File: config.mk
export PLATFORM = sky130hd
export DESIGN_NAME = alu_issue_stage
export DESIGN_NICKNAME = d
export VERILOG_FILES = /design/src/rtl/alu_issue_stage.sv
export SDC_FILE = /design/constraint.sdc
export NUM_CORES = 1
export LEC_CHECK = 0
export ABC_AREA = 1
export CAP_MARGIN = 20
export CORE_UTILIZATION = 40
export CTS_CLUSTER_DIAMETER = 50
export DETAILED_ROUTE_END_ITERATION = 8
export PLACE_DENSITY = 0.68
export SKIP_LAST_GASP = 1
export SYNTH_ARGS = -nofsm -noshare
export SYNTH_HDL_FRONTEND = slang
export SYNTH_SLANG_ARGS = --single-unit
File: constraint.sdc
create_clock -name clk_i -period 20.4 [get_ports clk_i]
set_input_delay 3.06 -clock clk_i [delete_from_list [all_inputs] [get_ports clk_i]]
set_output_delay 3.06 -clock clk_i [all_outputs]
set_load 0.02 [all_outputs]
File: src/rtl/alu_issue_stage.sv
// rtl/alu_issue_stage.sv - registered ALU issue stage with 2-entry skid buffer
module alu_issue_stage #(
    parameter int N = 32
) (
    input  logic         clk_i,
    input  logic         rst_i,
    input  logic         flush_i,
    input  logic         in_valid_i,
    output logic         in_ready_o,
    input  logic [1:0]   alu_op_i,
    input  logic [2:0]   funct3_i,
    input  logic         funct7b5_i,
    input  logic         r_type_i,
    input  logic [N-1:0] a_i,
    input  logic [N-1:0] b_i,
    output logic         out_valid_o,
    input  logic         out_ready_i,
    output logic [3:0]   sel_o,
    output logic [N-1:0] a_o,
    output logic [N-1:0] b_o,
    output logic         illegal_o
);

    typedef enum logic [1:0] {
        EMPTY = 2'd0,
        ONE   = 2'd1,
        TWO   = 2'd2
    } state_t;

    localparam logic [3:0] SEL_AND = 4'b0000;
    localparam logic [3:0] SEL_OR  = 4'b0001;
    localparam logic [3:0] SEL_ADD = 4'b0010;
    localparam logic [3:0] SEL_SUB = 4'b0110;
    localparam logic [3:0] SEL_BAD = 4'b1111;

    state_t         state;
    state_t         state_nxt;
    logic           accept;
    logic           emit;

    logic [3:0]     dec_sel;
    logic           dec_ill;
    logic [3:0]     main_sel;
    logic           main_ill;
    logic [N-1:0]   main_a;
    logic [N-1:0]   main_b;
    logic [3:0]     skid_sel;
    logic           skid_ill;
    logic [N-1:0]   skid_a;
    logic [N-1:0]   skid_b;

    // A flushed cycle never captures, even though in_ready_o was high.
    assign accept = in_valid_i & in_ready_o & ~flush_i;
    assign emit   = out_valid_o & out_ready_i;

    always_comb begin
        dec_sel = SEL_BAD;
        dec_ill = 1'b1;
        case (alu_op_i)
            2'b00: begin
                dec_sel = SEL_ADD;
                dec_ill = 1'b0;
            end
            2'b01: begin
                dec_sel = SEL_SUB;
                dec_ill = 1'b0;
            end
            2'b10: begin
                case (funct3_i)
                    3'b000: begin
                        dec_sel = (r_type_i & funct7b5_i) ? SEL_SUB : SEL_ADD;
                        dec_ill = 1'b0;
                    end
                    3'b111: begin
                        dec_sel = SEL_AND;
                        dec_ill = 1'b0;
                    end
                    3'b110: begin
                        dec_sel = SEL_OR;
                        dec_ill = 1'b0;
                    end
                    default: begin
                        dec_sel = SEL_BAD;
                        dec_ill = 1'b1;
                    end
                endcase
            end
            default: begin
                dec_sel = SEL_BAD;
                dec_ill = 1'b1;
            end
        endcase
    end

    always_ff @(posedge clk_i) begin
        if (rst_i) begin
            state <= EMPTY;
        end else begin
            state <= state_nxt;
        end
    end

    always_comb begin
        state_nxt = state;
        if (flush_i) begin
            state_nxt = EMPTY;
        end else begin
            case (state)
                EMPTY:   if (accept) state_nxt = ONE;
                ONE: begin
                    if (accept && !emit) state_nxt = TWO;
                    else if (!accept && emit) state_nxt = EMPTY;
                end
                TWO:     if (emit) state_nxt = ONE;
                default: state_nxt = EMPTY;
            endcase
        end
    end

    always_comb begin
        in_ready_o  = (state != TWO);
        out_valid_o = (state != EMPTY);
    end

    always_ff @(posedge clk_i) begin
        if (rst_i) begin
            main_sel <= '0;
            main_ill <= 1'b0;
            main_a   <= '0;
            main_b   <= '0;
        end else if ((state == EMPTY && accept) || (state == ONE && accept && emit)) begin
            main_sel <= dec_sel;
            main_ill <= dec_ill;
            main_a   <= a_i;
            main_b   <= b_i;
        end else if (state == TWO && emit) begin
            main_sel <= skid_sel;
            main_ill <= skid_ill;
            main_a   <= skid_a;
            main_b   <= skid_b;
        end
    end

    // Skid only fills when main is occupied and stalled; its contents need no reset.
    always_ff @(posedge clk_i) begin
        if (state == ONE && accept && !emit) begin
            skid_sel <= dec_sel;
            skid_ill <= dec_ill;
            skid_a   <= a_i;
            skid_b   <= b_i;
        end
    end

    assign sel_o     = main_sel;
    assign illegal_o = main_ill;
    assign a_o       = main_a;
    assign b_o       = main_b;

endmodule

Word-level counts from Yosys, hierarchy flattened
Index checks and enable logic that the tools add are counted.
{ "totals": {"reg_bits": 140, "word_cells": 61, "output_inout_bits": 71, "inputBits": 76} }
{ "classes": {"n_reduce_logical": 19, "eq_ne": 10, "muxes": 18, "bitwise": 5} }
{ "op_table": {"columns": ["cell", "n"], "rows": [
  ["$mux 32", 4],
  ["$pmux 4 s3", 2],
  ["$mux 2", 4],
  ["$mux 4", 2],
  ["$logic_and 1x1->1", 7],
  ["$eq 3x3->1 const B", 2],
  ["$ne 2x2->1 const B", 3],
  ["$pmux 2 s3", 1],
  ["$and 1x1->1", 4],
  ["$eq 2x1->1 const B", 2],
  ["$eq 2x2->1 const B", 2],
  ["$logic_not 2->1", 2],
  ["$reduce_bool 2->1", 2],
  ["$reduce_or 2->1", 2],
  ["$logic_not 3->1", 1],
  ["$mux 1", 3],
  ["$mux 3", 1],
  ["$ne 3x3->1 const B", 1],
  ["$reduce_and 3->1", 1],
  ["$reduce_or 3->1", 1],
  ["$logic_not 1->1", 2],
  ["$pmux 1 s2", 1],
  ["$logic_or 1x1->1", 1],
  ["$not 1->1", 1]
]} }

Longest topological paths before layout
{ "logic_depth": {"word_depth": 8, "depth_mapped": 10} }

Worst setup path before layout
OpenSTA, ideal clock, no wires.
{ "synth_path": {"kind": "input port to flip-flop", "from": "input port in_valid_i", "to": "register skid_a[0], enable pin", "path_slack_ns": 11.865, "setup_ns": 0.582, "path_stages": 4, "arrival_time_ns": 7.954, "path_cell_list": "inv_1 -> nor2_1 -> nand2_1 -> nor3_1"} }
{ "synth_via": {"elab_chain_cells": 4} }
{ "synth_rtl": {"columns": ["item", "line", "rtl"], "rows": [
  ["start, declared", "8", "input logic in_valid_i,"],
  ["$and 1x1->1 (2 in series)", "53", "assign accept = in_valid_i & in_ready_o & ~flush_i;"],
  ["$logic_and 1x1->1 (2 in series)", "146", "if (state == ONE && accept && !emit) begin"],
  ["end signal, assigned", "149", "skid_a <= a_i;"],
  ["end, declared", "49", "logic [N-1:0] skid_a;"]
]} }
No other way between the ends.
A chain may end at the register's enable or synchronous reset.

Worst setup path after layout
{ "layout_path": {"from": "input port flush_i", "to": "register main_ill (netlist: illegal_o)"} }
{ "layout_via": {"elab_chain_cells": 6} }
{ "layout_rtl": {"columns": ["item", "line", "rtl"], "rows": [
  ["start, declared", "7", "input logic flush_i,"],
  ["$not 1->1 (*)", "53", null],
  ["$and 1x1->1 (*)", "53", null],
  ["$logic_and 1x1->1 (2 in series)", "131", "end else if ((state == EMPTY && accept) || (state == ONE && accept && emit)) begin"],
  ["$logic_or 1x1->1 (*)", "131", null],
  ["$mux 1 / $reduce_bool 2->1 (equally long branches)", null, null],
  ["end signal, assigned", "133", "main_ill <= dec_ill;"],
  ["end signal, assigned", "138", "main_ill <= skid_ill;"],
  ["end, declared", "44", "logic main_ill;"]
]} }
Mark *: on every way between the ends. The rest lies on a longest branch, timed or not.

==> flow_metrics.env <==
export IMPL_status="finished, final reports clean"
export IMPL_cp_end_kind="register"
export IMPL_viasPerCell=5.02
export IMPL_cts_hold_buf=0
export IMPL_min_path_type="reg2reg"
export IMPL_overflow=0
export IMPL_grt_pass1_vias=4499
export IMPL_tns_ns=0
export IMPL_ys_seq_elements=140
export IMPL_slew_headroom_pct=44.6
export IMPL_clk_latency_ns=0.42
export IMPL_r2r_cells=9
export IMPL_yosysTopAreaCell="edfxtp_1"
export IMPL_r2r_start="state[1]"
export IMPL_core_um2=13400
export IMPL_leakagePower_nw=2.89
export IMPL_synth_area_um2=5570
export IMPL_synth_cell_types=26
export IMPL_clk_pin_slew_worst_paths_ns=0.06
export IMPL_maxCapViolCount=0
export IMPL_cp_data_required_time_ns=20.72
export IMPL_rows=42
export IMPL_critPathArrivalTime_ns=5.49
export IMPL_post_cts_buffers=0
export IMPL_fmax_mhz=194
export IMPL_ys_flop_type="dfxtp_1"
export IMPL_synth_top_area_share_pct=37.2
export IMPL_start_kind="input port"
export IMPL_place_congestion=0.765
export IMPL_internal_power_mw=0.555
export IMPL_cts_tree="yes"
export IMPL_skew_ns=0.00546
export IMPL_timing_hold_ws_ns=0.482
export IMPL_worstSetupStartpoint="flush_i"
export IMPL_drt_initial_drc_count=297
export IMPL_reg2reg_setup_slack_ns=17.87
export IMPL_slew_viol_final=0
export IMPL_seq_area_frac_synth_pct=62.7
export IMPL_clockBufferDepth=2
export IMPL_worstSetupPathType="in2reg"
export IMPL_clkSinkCount=140
export IMPL_vias=4598
export IMPL_die_area_um2=14400
export IMPL_place_inst=884
export IMPL_rsz0062_at_grt="no"
export IMPL_totalPowerFinal_mw=0.710
export IMPL_p_per_area_nw_per_um2=91.4
export IMPL_grt_pass1_wl_um=22500
export IMPL_die_h_um=120
export IMPL_power_frac_seq_pct=43.4
export IMPL_worst_pin_slew_ns=0.830
export IMPL_final_cell_count_no_fill=916
export IMPL_setup_viol=0
export IMPL_synth_cells=593
export IMPL_final_cell_mix="clkdlybuf4s50_1, nand2_1, a21oi_1"
export IMPL_antenna_left=0
export IMPL_switching_share_pct=21.8
export IMPL_numCtsBuffers=17
export IMPL_regToRegEndpoint="a_o[3]"
export IMPL_synth_avg_cell_area_um2=9.39
export IMPL_synth_area_top_cells="edfxtp_1, dfxtp_1, nand2_1, a21oi_1, nand3_1"
export IMPL_yosys_warnings=0
export IMPL_route_detailed_drc=0
export IMPL_worst_path_max_fanout=42
export IMPL_antenna_cells=0
export IMPL_synth_edf_count=69
export IMPL_hpwl_um=8810
export IMPL_finalWirelength_um=14200
export IMPL_layout_area_overhead_vs_synth_pct=39.5
export IMPL_crit_end="illegal_o"
export IMPL_clock_root_buffer="clkbuf_16"
export IMPL_cts_htree_levels=4
export IMPL_port_buffers=146
export IMPL_finish_utilization_pct=58.0
export IMPL_synth_async_reset_ratio_pct=0
export IMPL_routedWlPerCell_um=15.5
export IMPL_vdd_ir_drop_max_mv=0.0491
export IMPL_holdPathStages=2
export IMPL_grt_usage_pct=20.4
export IMPL_p_sw_mw=0.155
export IMPL_drive_gt1_share_pct=6.76
export IMPL_fin_crit_sh_pct=25.3
export IMPL_pwr_share_comb_pct=9.9
export IMPL_final_common_cell="clkdlybuf4s50_1"
export IMPL_finalWorstPathRequiredPeriod_ns=5.17
export IMPL_grt_start_max_net_pins=73
export IMPL_first_pass_iters=4
export IMPL_grt_antenna_before_repair=0
export IMPL_ctsResizeCount=0
export IMPL_start_util_pct=41.6
export IMPL_finalHoldViolations=0
export IMPL_synth_nets=670
export IMPL_io_pins=147
export IMPL_die_w_um=120
export IMPL_power_frac_clock_pct=46.7
export IMPL_fin_nets=804
-- final cells by class --
cell class                      count  area (um^2)
Timing Repair Buffer              153         1520
Multi-Input combinational cell    359         1680
Fill cell                        1157         5630
Inverter                           56          210
Tap cell                          176          220
Clock buffer                       22          484
Clock inverter                     10          161
Sequential cell                   140         3490
-- cell usage after synthesis, types with 2 or more instances --
cell	n
clkbuf_1	10
inv_2	4
buf_1	4
nand3_1	89
nor2_4	2
buf_2	14
o21ai_1	25
a21oi_1	93
dfxtp_1	71
inv_1	52
buf_6	2
o21ai_0	2
buf_4	7
nor2_1	9
edfxtp_1	69
nand2_1	130
-- worst min-delay path by stage --
| stage | start | end | slack, ns |
|---|---|---|---|
| 5_1_grt | b_o[22] | b_o[22] | 0.50 |
| 2_1_floorplan | skid_a[30] | a_o[30] | 0.49 |
| 3_3_place_gp | a_o[21] | a_o[21] | 0.47 |
| 3_5_place_dp | b_o[22] | b_o[22] | 0.47 |
| 4_1_cts | b_o[22] | b_o[22] | 0.48 |
| 6_report | b_o[26] | b_o[26] | 0.48 |
-- metrics by stage --
step	cell area (um^2)	setup WS, ns
after global routing	7770	14.95
after floorplan	5570	11.86
final	7770	15.23
after global placement	7100	14.67
after detailed placement	7120	14.79
after CTS	7770	15.22
-- kinds of logic after synthesis --
family | count (synthesis) | share of synthesized area, %
flops | 140 | 62.7
simple gates | 234 | 18.3
fa+ha+maj | 1 | 0.225
compound gates | 124 | 11.3
buf+inv | 94 | 7.46
-- worst max-delay path: stages --
cell and delay (ns):
clkdlybuf4s50_1 0.45, inv_1 0.07, nand2_1 0.10, nor2_4 0.11, buf_4 0.41, nand2_2 0.50
buf_4 0.44, nand3_1 0.12, nand3_1 0.09, nand2_1 0.06, inv_1 0.05
-- power groups by stage --
stage	clock network [mW]	logic (mW)	registers (mW)
6_report	0.331	0.0702	0.309
5_1_grt	0.349	0.0761	0.309
4_1_cts	0.337	0.0707	0.309
3_5_place_dp	0	0.0703	0.315
3_3_place_gp	0	0.0689	0.314
2_1_floorplan	0	0.0231	0.323
-- per-layer routing --
layer | vias up | part of all wire, % | track usage [%] | wire (um)
met2 | 152 | 48 | 33.7 | 6870
met3 | 29 | 6.2 | 5.32 | 881
met4 | 0 | 2.5 | 9.69 | 350
met5 | - | 0 | 0 | 0
met1 | 2152 | 43 | 24.8 | 6060
li1 | 2265 | - | - | -
-- sequential cells by signal, indices dropped and copies added (netlist names) --
signal and flops:
a_o 32, b_o 32, skid_a 32, skid_sel 4, sel_o 4, skid_ill 1
state 2, illegal_o 1, skid_b 32
(Power assumes the default switching activity.)
